## config.mk

```make
export PLATFORM = sky130hd
export DESIGN_NAME = freq_gen_flat
export DESIGN_NICKNAME = d
export VERILOG_FILES = /design/src/rtl/freq_gen_if.sv /design/src/rtl/freq_gen.sv /design/src/flat_wrapper.sv
export SDC_FILE = /design/constraint.sdc
export NUM_CORES = 1
export LEC_CHECK = 0
export BUFFER_PORTS_ARGS = -buffer_cell sky130_fd_sc_hd__buf_2
export CAP_MARGIN = 20
export CELL_PAD_IN_SITES_DETAIL_PLACEMENT = 1
export CELL_PAD_IN_SITES_GLOBAL_PLACEMENT = 1
export CORE_UTILIZATION = 40
export CTS_BUF_LIST = sky130_fd_sc_hd__clkbuf_16
export CTS_CLUSTER_SIZE = 40
export DETAILED_ROUTE_END_ITERATION = 7
export PLACE_DENSITY_LB_ADDON = 0.1
export RECOVER_POWER = 25
export SYNTH_ARGS = -nofsm -noshare
export SYNTH_HDL_FRONTEND = slang
export SYNTH_SLANG_ARGS = --single-unit
```

## constraint.sdc

```tcl
create_clock -name clk -period 3.8 [get_ports clk]
set_clock_uncertainty 0.15 [all_clocks]
set_input_delay 0.57 -clock clk [delete_from_list [all_inputs] [get_ports clk]]
set_output_delay 0.57 -clock clk [all_outputs]
set_load 0.01 [all_outputs]
```

## src/rtl/freq_gen_if.sv

```systemverilog
// Request/status bundle between a stimulus harness (master) and freq_gen (slave).
interface freq_gen_if;
  logic [15:0] bcd_in;
  logic        load;
  logic        busy;
  logic        err;
  logic        active;
  logic        signal_f;
  logic        signal_t;

  modport master (output bcd_in, load, input busy, err, active, signal_f, signal_t);
  modport slave  (input bcd_in, load, output busy, err, active, signal_f, signal_t);
endinterface

```

## src/rtl/freq_gen.sv

```systemverilog
// Programmable square-wave generator: BCD Hz setting -> half-period count, plus a 1 Hz reference.
// Optional FREQ_GEN_PHASE_RST_EN: a valid setting restarts signal_f with a fresh low phase.
module freq_gen #(
  parameter int CLK_HZ = 16000000,
  parameter int DIV_W  = 24
) (
  input  logic        clk,
  input  logic        rst_n,
  freq_gen_if.slave   bus
);
  localparam int RMW = (DIV_W > 14) ? DIV_W : 14;
  localparam int CW  = $clog2(DIV_W + 1);
  localparam logic [DIV_W-1:0] HALF_CLK = DIV_W'(CLK_HZ / 2);

  typedef enum logic [2:0] {S_IDLE, S_CONV, S_CHECK, S_DIV, S_APPLY} state_t;

  state_t           r_state, w_state_nxt;
  logic [15:0]      r_bcd;
  logic [13:0]      r_bin;
  logic             r_bad;
  logic [CW-1:0]    r_step;
  logic [DIV_W-1:0] r_dvd, r_quo;
  logic [RMW-1:0]   r_rem;
  logic             r_busy, r_err, r_active;
  logic [DIV_W-1:0] r_half, r_pend, r_cnt_f, r_cnt_t;
  logic             r_pend_vld, r_sig_f, r_sig_t;

  logic             w_accept, w_reject, w_take, w_wrap, w_sub_ok;
  logic [3:0]       w_digit;
  logic [13:0]      w_bin_nxt;
  logic [RMW:0]     w_trial;

  assign w_digit   = r_bcd[15:12];
  assign w_bin_nxt = r_bin * 14'd10 + {10'd0, w_digit};
  assign w_trial   = {r_rem, r_dvd[DIV_W-1]};
  assign w_sub_ok  = (w_trial >= (RMW+1)'(r_bin));
  assign w_wrap    = r_active && (r_cnt_f == r_half - DIV_W'(1));

  always_comb begin
    w_state_nxt = r_state;
    w_accept    = 1'b0;
    w_reject    = 1'b0;
    w_take      = 1'b0;
    case (r_state)
      S_IDLE:  if (bus.load && !r_busy) begin
                 w_accept    = 1'b1;
                 w_state_nxt = S_CONV;
               end
      S_CONV:  if (r_step == CW'(3)) w_state_nxt = S_CHECK;
      S_CHECK: if (r_bad || r_bin == 14'd0) begin
                 w_reject    = 1'b1;
                 w_state_nxt = S_IDLE;
               end else begin
                 w_state_nxt = S_DIV;
               end
      S_DIV:   if (r_step == CW'(DIV_W - 1)) w_state_nxt = S_APPLY;
      S_APPLY: begin
                 w_state_nxt = S_IDLE;
                 if (r_quo == '0) w_reject = 1'b1;
                 else             w_take   = 1'b1;
               end
      default: w_state_nxt = S_IDLE;
    endcase
  end

  always_ff @(posedge clk or negedge rst_n) begin
    if (!rst_n) begin
      r_state  <= S_IDLE;
      r_bcd    <= '0;
      r_bin    <= '0;
      r_bad    <= 1'b0;
      r_step   <= '0;
      r_dvd    <= '0;
      r_quo    <= '0;
      r_rem    <= '0;
      r_busy   <= 1'b0;
      r_err    <= 1'b0;
      r_active <= 1'b0;
    end else begin
      r_state <= w_state_nxt;
      // busy drops one cycle after the FSM is back in IDLE
      if (w_accept)                r_busy <= 1'b1;
      else if (r_state == S_IDLE)  r_busy <= 1'b0;
      case (r_state)
        S_IDLE: if (w_accept) begin
                  r_bcd  <= bus.bcd_in;
                  r_bin  <= '0;
                  r_bad  <= 1'b0;
                  r_step <= '0;
                end
        S_CONV: begin
                  r_bin  <= w_bin_nxt;
                  r_bad  <= r_bad | (w_digit > 4'd9);
                  r_bcd  <= {r_bcd[11:0], 4'h0};
                  r_step <= (r_step == CW'(3)) ? '0 : r_step + CW'(1);
                end
        S_CHECK: begin
                  r_dvd  <= HALF_CLK;
                  r_rem  <= '0;
                  r_quo  <= '0;
                  r_step <= '0;
                end
        S_DIV:  begin
                  r_dvd  <= {r_dvd[DIV_W-2:0], 1'b0};
                  r_rem  <= RMW'(w_sub_ok ? w_trial - (RMW+1)'(r_bin) : w_trial);
                  r_quo  <= {r_quo[DIV_W-2:0], w_sub_ok};
                  r_step <= r_step + CW'(1);
                end
        default: ;
      endcase
      if (w_reject)    r_err <= 1'b1;
      else if (w_take) r_err <= 1'b0;
      if (w_take) r_active <= 1'b1;
    end
  end

  always_ff @(posedge clk or negedge rst_n) begin
    if (!rst_n) begin
      r_half     <= '0;
      r_pend     <= '0;
      r_pend_vld <= 1'b0;
      r_cnt_f    <= '0;
      r_sig_f    <= 1'b0;
    end else begin
`ifdef FREQ_GEN_PHASE_RST_EN
      if (w_take) begin
        r_half     <= r_quo;
        r_pend_vld <= 1'b0;
        r_cnt_f    <= '0;
        r_sig_f    <= 1'b0;
      end
`else
      if (w_take && !r_active) begin
        r_half  <= r_quo;
        r_cnt_f <= '0;
      end
`endif
      else if (w_wrap) begin
        r_cnt_f <= '0;
        r_sig_f <= ~r_sig_f;
        if (r_pend_vld) begin
          r_half     <= r_pend;
          r_pend_vld <= 1'b0;
        end
      end else if (r_active) begin
        r_cnt_f <= r_cnt_f + DIV_W'(1);
      end
`ifndef FREQ_GEN_PHASE_RST_EN
      // a new setting waits for the next wrap so no runt pulse is emitted
      if (w_take && r_active) begin
        r_pend     <= r_quo;
        r_pend_vld <= 1'b1;
      end
`endif
    end
  end

  always_ff @(posedge clk or negedge rst_n) begin
    if (!rst_n) begin
      r_cnt_t <= '0;
      r_sig_t <= 1'b0;
    end else if (r_cnt_t == HALF_CLK - DIV_W'(1)) begin
      r_cnt_t <= '0;
      r_sig_t <= ~r_sig_t;
    end else begin
      r_cnt_t <= r_cnt_t + DIV_W'(1);
    end
  end

  assign bus.busy     = r_busy;
  assign bus.err      = r_err;
  assign bus.active   = r_active;
  assign bus.signal_f = r_sig_f;
  assign bus.signal_t = r_sig_t;
endmodule

```

## src/flat_wrapper.sv

```systemverilog
// flat-port wrapper written by rule: the top's interface ports become plain ports
module freq_gen_flat 
#(
  parameter int CLK_HZ = 16000000,
  parameter int DIV_W  = 24
)
  (clk, rst_n, bus_bcd_in, bus_load, bus_busy, bus_err, bus_active, bus_signal_f, bus_signal_t);
  freq_gen_if bus_i ();
  input  logic clk;
  input  logic rst_n;
  input wire logic [$bits(bus_i.bcd_in)-1:0] bus_bcd_in;
  input wire logic [$bits(bus_i.load)-1:0] bus_load;
  output wire logic [$bits(bus_i.busy)-1:0] bus_busy;
  output wire logic [$bits(bus_i.err)-1:0] bus_err;
  output wire logic [$bits(bus_i.active)-1:0] bus_active;
  output wire logic [$bits(bus_i.signal_f)-1:0] bus_signal_f;
  output wire logic [$bits(bus_i.signal_t)-1:0] bus_signal_t;
  assign bus_i.bcd_in = bus_bcd_in;
  assign bus_i.load = bus_load;
  assign bus_busy = bus_i.busy;
  assign bus_err = bus_i.err;
  assign bus_active = bus_i.active;
  assign bus_signal_f = bus_i.signal_f;
  assign bus_signal_t = bus_i.signal_t;
  freq_gen #(.CLK_HZ(CLK_HZ), .DIV_W(DIV_W)) u_core (.clk(clk), .rst_n(rst_n), .bus(bus_i));
endmodule
```

## Yosys cells after proc, flatten, opt, wreduce, memory -nomap -nowiden

Cells that the tools add are included.
Widths: inputs -> output; s select.

| cells by class | value |
|---|---|
| $add $sub $neg | 6 |
| multiply operators | 1 |
| magnitude comparators | 2 |
| eq/ne operators | 13 |
| muxes and demuxes | 39 |
| bitwise gates (word level) | 4 |
| reductions and logical operators | 25 |

Operators by type and width:

| cell | number |
|---|---|
| $mux 24 | 8 |
| $pmux 24 s2 | 3 |
| $add 24x1->24 const B | 2 |
| $pmux 16 s2 | 1 |
| $pmux 14 s2 | 1 |
| $ge 25x14->1 | 1 |
| $eq 24x23->1 const B | 1 |
| $eq 24x24->1 | 1 |
| $logic_not 24->1 | 1 |
| $sub 24x1->24 const B | 1 |
| $sub 24x14->24 | 1 |
| $pmux 5 s4 | 1 |
| $mux 16 | 1 |
| $add 14x4->14 | 1 |
| $logic_not 14->1 | 1 |
| $mul 14x3->13 const B | 1 |
| $mux 1 | 14 |
| $mux 14 | 1 |
| $reduce_bool 2->1 | 7 |
| $pmux 3 s4 | 1 |
| $mux 5 | 2 |
| $reduce_and 2->1 | 5 |
| $mux 3 | 3 |
| $ne 2x1->1 const B | 4 |
| other kinds (19) | 27 |

| word-level totals | value |
|---|---|
| register bits | 213 |
| input bits | 19 |
| output and inout bits | 5 |
| logic and storage cells | 108 |

## Depth between registers and ports, before layout

Gate-level depths: netlist (run 1).

| logic depth | value |
|---|---|
| word-level depth | 6 |
| mapped depth | 11 |
| depth with buffers taken out | 11 |

## Least setup slack after synthesis (run 1)

Ideal clock, no wire load.

| timing path | value |
|---|---|
| path type | register to register |
| start | register u_core.r_half[8] |
| end | register u_core.r_half[10] |
| setup time | 0.132 ns |
| arrival time | 3.200 ns |
| required time | 3.518 ns |
| slack | 0.318 ns |
| cell stages (with the launch flop) | 12 |
| buffers on the path | 3 |
| period minus slack after synthesis | 3.482 ns |
| path through | dfrtp_1 > buf_6 > or4_4 > or4_1 > buf_2 > nor2_2 > a31oi_1 > or4_4 > nor3_4 > buf_8 > mux2i_1 > o21ai_1 |

| between the ends | value |
|---|---|
| longest elaborated chain between the ends | 5 |

Ends and longest elaborated chain:

| item | line | text |
|---|---|---|
| start, declared | freq_gen.sv:25 | `logic [DIV_W-1:0] r_half, r_pend, r_cnt_f, r_cnt_t;` |
| start signal, assigned | freq_gen.sv:134 | `r_half <= r_quo;` |
| start signal, assigned | freq_gen.sv:142 | `r_half <= r_pend;` |
| $sub 24x1->24 | freq_gen.sv:37 | `assign w_wrap = r_active && (r_cnt_f == r_half - DIV_W'(1));` |
| $eq 24x24->1 | freq_gen.sv:37 |  |
| $logic_and 1x1->1 | freq_gen.sv:37 |  |
| $reduce_bool 2->1 (no line) | n/a |  |
| $reduce_and 2->1 (no line) | n/a |  |

No other way between the ends.
A chain may end at the register's enable or synchronous reset.

## Worst setup path after layout (run 1)

| timing path | value |
|---|---|
| start | register u_core.r_half[9] |
| end | register u_core.r_cnt_f[4] |

| between the ends | value |
|---|---|
| longest elaborated chain between the ends | 5 |
| elaborated cells on any way between the ends | 6 |
| those cells by class | add/sub: 1; eq/ne: 1; mux: 2; reduce/logical: 2 |

Ends and longest elaborated chain:

| item | line | text |
|---|---|---|
| $sub 24x1->24 (*) | freq_gen.sv:37 |  |
| $eq 24x24->1 (*) | freq_gen.sv:37 |  |
| $logic_and 1x1->1 (*) | freq_gen.sv:37 |  |
| $mux 24 | freq_gen.sv:138 | `else if (w_wrap) begin` |
| $mux 24 | freq_gen.sv:133 | `if (w_take && !r_active) begin` |
| end signal, assigned | freq_gen.sv:146 | `r_cnt_f <= r_cnt_f + DIV_W'(1);` |
| end, declared | freq_gen.sv:25 |  |

Every way passes the cells marked *; elsewhere a longest branch is shown, timed or not.

==> flow_metrics.env, run 1 <==
export IMPL_final_setup_tns_ps=0
export IMPL_worst_setup_hold_path_clk_slew_ps=60
export IMPL_period_share=0.948
export IMPL_area_grow_syn2layout_pct=12.5
export IMPL_post_route_cells_drive_above_1_share=0.110
export IMPL_placed_cell_count=1574
export IMPL_post_route_min_period_ps=3600
export IMPL_pin_count=24
export IMPL_layout_cells_most_common_list="204 x sky130_fd_sc_hd__dfrtp_1, 131 x sky130_fd_sc_hd__nand2_1, 88 x sky130_fd_sc_hd__nor2_1"
export IMPL_synth_edff_count=0
export IMPL_num_rows=61
export IMPL_finalSetupViolations=0
export IMPL_hold_path_startpoint="bus_bcd_in[2]"
export IMPL_die_h_um=171
export IMPL_maximum_buffer_depth_of_the_clock_tree=3
export IMPL_place_congestion=0.827
export IMPL_r2r_setup_slack_ps=200
export IMPL_floorplan_die_area_sq_um=29300
export IMPL_grt_antenna_before_repair=0
export IMPL_hold_depth=3
export IMPL_power_ir_vdd_worst_mv=0.386
export IMPL_coreArea_sq_um=27900
export IMPL_synthDominantAreaCellType="sky130_fd_sc_hd__dfrtp_1"
export IMPL_hold_slack_ps=118
export IMPL_first_global_vias=9382
export IMPL_hold_viol_final=0
export IMPL_pre_cts_slack_ps=178
export IMPL_grt_max_degree=103
export IMPL_synth_seq_area_share=0.446
export IMPL_synth_seq_cells=204
export IMPL_global_route_overflow_total=0
export IMPL_clock_tree_htree_level_count=1
export IMPL_crit_reg2reg_capture="u_core.r_cnt_f[4]"
export IMPL_whs_endpoint="u_core.r_bcd[2]"
export IMPL_average_cell_area_after_synthesis_sq_um=9.56
export IMPL_max_slew_worst_pin_slew_ps=1770
export IMPL_status="complete, but fails checks"
export IMPL_drt_vias_per_instance=5.56
export IMPL_post_cts_setup_buffer_count=0
export IMPL_post_synth_top_area_fraction=0.446
export IMPL_violated_checks="capacitance limit, slew limit"
export IMPL_maxSlewHeadroom=-0.178
export IMPL_final_setup_worst_slack_ps=197
export IMPL_timing_max_cap_violations=1
export IMPL_slew_viol_final=66
export IMPL_ff2ff_path_depth=9
export IMPL_netlist_instances=1197
export IMPL_timing_worst_setup_path_type="reg -> reg"
export IMPL_dr_pass1_iters=4
export IMPL_crit_arrival_ps=3860
export IMPL_numCtsBuffers=25
export IMPL_hold_path_class="in -> reg"
export IMPL_layout_cells_most_common="sky130_fd_sc_hd__dfrtp_1"
export IMPL_die_boundary_width_um=171
export IMPL_setup_worst_path_start_class="flip-flop"
export IMPL_route_detailed_drc=0
export IMPL_power_leakage_nw=5.76
export IMPL_synth_yosys_warnings=0
export IMPL_rr_startpoint="u_core.r_half[9]"
export IMPL_clock_sinks=204
export IMPL_drt_total_wl_um=28900
export IMPL_cp_data_required_time_ps=4060
export IMPL_syn_num_nets=1259
export IMPL_dr_first_iter_drc_count=435
export IMPL_grt_setup_unrepaired="false"
export IMPL_track_usage=0.207
export IMPL_critical_path_endpoint_type="flip-flop"
export IMPL_final_std_cells_w_o_fill=1620
export IMPL_final_net_count=1287
export IMPL_max_freq_mhz=278
export IMPL_place_hpwl_um=20300
export IMPL_synth_area_top_cells="sky130_fd_sc_hd__dfrtp_1 45%, sky130_fd_sc_hd__ha_1 4.4%, sky130_fd_sc_hd__nand2_1 4.3%"
export IMPL_drt_antenna_violating_nets=0
export IMPL_asyncSetResetFlopFracSynth=1.00
export IMPL_io_buffers=23
export IMPL_cell_area_synth_sq_um=11400
export IMPL_route_detailed_wl_per_inst_um=17.8
export IMPL_insertedDiodeCount=0
export IMPL_ys_flop_type="sky130_fd_sc_hd__dfrtp_1"
export IMPL_cts_root_buffer_cell="sky130_fd_sc_hd__clkbuf_16"
export IMPL_vias=9015
export IMPL_clock_tree_from_tritoncts="built"
export IMPL_insertion_delay_ps=520
export IMPL_start_util=0.410
export IMPL_p_per_area_nw_per_um2=733
export IMPL_grt_first_pass_wirelength_um=48800
export IMPL_synth_cell_type_count=75
export IMPL_cp_max_fo=28
worst max-delay path by stage:
stage,from,end,slack [ps],depth (start not counted)
5_1_grt,u_core.r_bin[1],u_core.r_bin[13],5,11
2_1_floorplan,u_core.r_half[8],u_core.r_half[10],320,11
4_1_cts,u_core.r_half[9],u_core.r_cnt_f[4],180,9
3_5_place_dp,u_core.r_half[9],u_core.r_cnt_f[4],180,9
3_3_place_gp,u_core.r_half[9],u_core.r_cnt_f[4],250,9
6_report,u_core.r_half[9],u_core.r_cnt_f[4],200,9
sequential cells by signal (all words and copies together) (netlist names), 3 cells and up:
| signal | flops |
|---|---|
| u_core.r_bcd | 16 |
| u_core.r_bin | 14 |
| u_core.r_cnt_f | 24 |
| u_core.r_cnt_t | 24 |
| u_core.r_dvd | 15 |
| u_core.r_half | 24 |
| u_core.r_pend | 24 |
| u_core.r_quo | 24 |
| u_core.r_rem | 24 |
| u_core.r_state | 3 |
| u_core.r_step | 5 |
cells in the mapped netlist, types with 6 or more instances:
cell type	number
sky130_fd_sc_hd__and3_1	17
sky130_fd_sc_hd__nand2b_1	6
sky130_fd_sc_hd__nor2_1	89
sky130_fd_sc_hd__or2_2	6
sky130_fd_sc_hd__a22o_1	32
sky130_fd_sc_hd__o22a_1	7
sky130_fd_sc_hd__dfrtp_1	204
sky130_fd_sc_hd__o21a_1	6
sky130_fd_sc_hd__nor3_1	20
sky130_fd_sc_hd__nor4_1	24
sky130_fd_sc_hd__a21o_1	6
sky130_fd_sc_hd__mux2i_1	39
sky130_fd_sc_hd__buf_2	6
sky130_fd_sc_hd__a21oi_1	22
sky130_fd_sc_hd__a31oi_1	11
sky130_fd_sc_hd__ha_1	40
sky130_fd_sc_hd__o21ai_1	27
sky130_fd_sc_hd__nand2_1	132
sky130_fd_sc_hd__nand4_1	30
sky130_fd_sc_hd__o22ai_1	18
sky130_fd_sc_hd__clkbuf_1	39
sky130_fd_sc_hd__or4_1	8
sky130_fd_sc_hd__inv_1	39
sky130_fd_sc_hd__nor3b_1	6
sky130_fd_sc_hd__nor2b_1	18
sky130_fd_sc_hd__nand3_1	58
sky130_fd_sc_hd__or3_1	8
sky130_fd_sc_hd__xor2_1	38
sky130_fd_sc_hd__nand4b_1	6
sky130_fd_sc_hd__o21ai_0	65
sky130_fd_sc_hd__and2_1	10
sky130_fd_sc_hd__mux2_2	25
sky130_fd_sc_hd__o211ai_1	6
sky130_fd_sc_hd__xnor2_1	49
metrics by stage:
step	utilization	instance area, sq um	power (W)
6_report	0.461	12900	0.00944
5_1_grt	0.461	12900	0.0102
4_1_cts	0.461	12900	0.00956
3_5_place_dp	0.431	12100	0.00711
3_3_place_gp	0.431	12100	0.00699
2_1_floorplan	-	11400	0.00601
power by group:
group	leakage, nW	switching, W	internal [W]
Sequential	2.68	0.000465	0.00264
Combinational	2.69	0.00227	0.00168
Clock	0.389	0.000975	0.00140
Total	5.76	0.00371	0.00573
area by class of cell:
cell class	count	area [sq um]
tap	378	473
inverter	39	146
multi-input combinational	900	5950
sequential	204	5100
clock inverter	19	185
timing repair buffer	55	385
clock buffer	25	626
fill	3226	15100
timing repair:
item | 4_1_cts | 5_1_grt
resized for setup | 0 | 1
setup endpoints to repair | 0 | 3
hold buffers | 1 | 0
hold endpoints to repair | 64 | 0
worst max-delay path, cell delays in order (launching register included):
cell                       delay [ps]
sky130_fd_sc_hd__dfrtp_1          440
sky130_fd_sc_hd__or4_4            560
sky130_fd_sc_hd__or4_1            670
sky130_fd_sc_hd__or4_4            570
sky130_fd_sc_hd__nand3_1          100
sky130_fd_sc_hd__o31ai_1          130
sky130_fd_sc_hd__nand4b_2         220
sky130_fd_sc_hd__buf_4            240
sky130_fd_sc_hd__a31o_1           230
sky130_fd_sc_hd__a22o_1           170
metal layers:
layer	up-vias	GRT usage	part of all wire
met5	-	0	0
met4	0	0.0551	0.026
met3	43	0.0236	0.019
met2	70	0.352	0.47
met1	4512	0.279	0.48
li1	4390	-	-
cell families (layout without fill, tap and decap cells):
logic type	count (synthesis)	in the layout	share of synthesized area
xor gates and xnor gates	87	87	0.0666
AOI/OAI and AO/OA	245	245	0.141
buffers and inverters	93	138	0.0342
adders and majority gates	43	43	0.0490
and+or+nand+nor	461	461	0.204
muxes	64	64	0.0587
DFF	204	204	0.446
Power figures use the tool's default switching activity.
==> run 2: changes to the inputs <==
CORE_ASPECT_RATIO = 1.75   (was default)
clock period = 4.05 ns   (was 3.8 ns; I/O delays follow)
==> flow_metrics.env, run 2 (synthesis results as in run 1) <==
export IMPL_drt_total_wl_um=30600
export IMPL_crit_arrival_ps=3820
export IMPL_drt_vias_per_instance=5.64
export IMPL_grt_antenna_before_repair=0
export IMPL_maximum_buffer_depth_of_the_clock_tree=3
export IMPL_grt_setup_unrepaired="false"
export IMPL_route_detailed_wl_per_inst_um=19.0
export IMPL_die_h_um=226
export IMPL_track_usage=0.220
export IMPL_period_share=0.888
export IMPL_grtUsageMet2=0.432
export IMPL_floorplan_die_area_sq_um=29300
export IMPL_max_freq_mhz=278
export IMPL_dr_first_iter_drc_count=291
export IMPL_place_congestion=0.858
export IMPL_global_route_overflow_total=0
export IMPL_post_route_min_period_ps=3600
export IMPL_global_route_usage_met3=0.0211
export IMPL_dr_pass1_iters=4
export IMPL_clock_tree_htree_level_count=1
export IMPL_cts_hold_repair_buffers=1
export IMPL_cp_buffers_inverters=2
export IMPL_path_cells="or4_4 > nor4_1 > buf_4 > a31o_2 > nand3_1 > or4_4 > nor3_4 > buf_12 > mux2i_1 > o21ai_1"
export IMPL_timing_max_cap_violations=1
export IMPL_dpl_instance_area_sq_um=12100
export IMPL_slowest_delay_ps=560
export IMPL_cp_max_fo=24
export IMPL_whs_endpoint="u_core.r_bcd[0]"
export IMPL_cp_data_required_time_ps=4280
export IMPL_final_net_count=1284
export IMPL_grt_use_met1=0.237
export IMPL_setup_worst_path_start_class="flip-flop"
export IMPL_layout_cells_most_common_list="204 x sky130_fd_sc_hd__dfrtp_1, 131 x sky130_fd_sc_hd__nand2_1, 88 x sky130_fd_sc_hd__nor2_1"
export IMPL_numCtsBuffers=22
export IMPL_grt_first_pass_wirelength_um=50900
export IMPL_violated_checks="capacitance limit, slew limit"
export IMPL_maxSlewHeadroom=-0.686
export IMPL_area_grow_syn2layout_pct=12.6
export IMPL_p_per_area_nw_per_um2=692
export IMPL_route_detailed_drc=0
export IMPL_num_rows=81
export IMPL_first_global_vias=9760
export IMPL_hold_depth=3
export IMPL_power_leakage_nw=5.79
export IMPL_slew_viol_final=95
export IMPL_placed_cell_count=1570
export IMPL_crit_reg2reg_capture="u_core.r_half[21]"
export IMPL_post_route_cells_drive_above_1_share=0.111
export IMPL_final_setup_tns_ps=0
export IMPL_insertion_delay_ps=530
export IMPL_drt_antenna_violating_nets=0
export IMPL_worst_setup_hold_path_clk_slew_ps=60
export IMPL_postCtsResizedCells=0
export IMPL_status="complete, but fails checks"
export IMPL_pin_count=24
export IMPL_rr_startpoint="u_core.r_half[9]"
export IMPL_hold_path_class="in -> reg"
export IMPL_power_ir_vdd_worst_mv=0.475
export IMPL_critical_path_endpoint_type="flip-flop"
export IMPL_start_util=0.408
export IMPL_gr_max_usage_layer="met2"
export IMPL_die_boundary_width_um=130
export IMPL_r2r_setup_slack_ps=450
export IMPL_io_buffers=23
export IMPL_timing_worst_setup_path_type="reg -> reg"
export IMPL_cp_common_cell="sky130_fd_sc_hd__or4_4"
export IMPL_post_cts_setup_buffer_count=0
export IMPL_ff2ff_path_depth=10
export IMPL_max_slew_worst_pin_slew_ps=2530
export IMPL_insertedDiodeCount=0
export IMPL_utilization=0.459
export IMPL_coreArea_sq_um=28100
export IMPL_crit_path_top_delay_cell="sky130_fd_sc_hd__or4_4"
export IMPL_layout_cells_most_common="sky130_fd_sc_hd__dfrtp_1"
export IMPL_hold_viol_final=0
export IMPL_grt_max_degree=96
export IMPL_vias=9093
export IMPL_path_delay_family="simple AND/OR/NAND/NOR gates"
export IMPL_hold_path_startpoint="bus_bcd_in[0]"
export IMPL_finalSetupViolations=0
export IMPL_place_hpwl_um=22300
export IMPL_final_std_cells_w_o_fill=1611
export IMPL_clock_tree_from_tritoncts="built"
export IMPL_cts_root_buffer_cell="sky130_fd_sc_hd__clkbuf_16"
export IMPL_finalInstanceArea_sq_um=12900
export IMPL_clock_sinks=204
## run 2: where the power goes
group | switching [W] | internal, W | total, W
clock | 0.000885 | 0.00136 | 0.00225
sequential | 0.000439 | 0.00248 | 0.00292
combinational | 0.00218 | 0.00158 | 0.00376
total | 0.00351 | 0.00542 | 0.00892
## run 2: metal layers
metal  up-vias  wire length (um)
li1       4383                 -
met1      4585             11700
met2        75             17400
met3        50               589
met4         0               951
met5         -                 0
## run 2: how the worst max path moves through the flow
stage                     start                end  slack, ps  cells past startpoint
3_3_place_gp   u_core.r_half[0]  u_core.r_cnt_f[4]        520                     11
5_1_grt        u_core.r_half[0]  u_core.r_cnt_f[4]        250                     11
4_1_cts        u_core.r_half[9]  u_core.r_half[21]        430                      9
2_1_floorplan  u_core.r_half[8]  u_core.r_half[10]        570                     11
3_5_place_dp   u_core.r_half[0]  u_core.r_cnt_f[4]        470                     11
6_report       u_core.r_half[9]  u_core.r_half[21]        450                     10
## run 2: worst reg2reg max path: cells and delay by family, from the launching register on
family	cells	cell delay, ps
and+or+nand+nor	5	1920
buffers and inverters	2	470
DFF	1	450
AOI/OAI and AO/OA	2	250
muxes	1	230
## run 2: metrics by stage
step | hold slack (ps) | power (W) | setup slack [ps]
3_5_place_dp | 311 | 0.00675 | 466
2_1_floorplan | 162 | 0.00563 | 568
4_1_cts | 139 | 0.00907 | 432
3_3_place_gp | 302 | 0.00664 | 515
5_1_grt | 151 | 0.00962 | 246
6_report | 156 | 0.00892 | 453
## run 2: final cells by class
type                       count  area [sq um]
timing repair buffer          55           417
clock buffer                  23           576
tap                          373           467
inverter                      39           146
sequential                   204          5100
fill                        3212         15200
clock inverter                17           226
multi-input combinational    900          5950
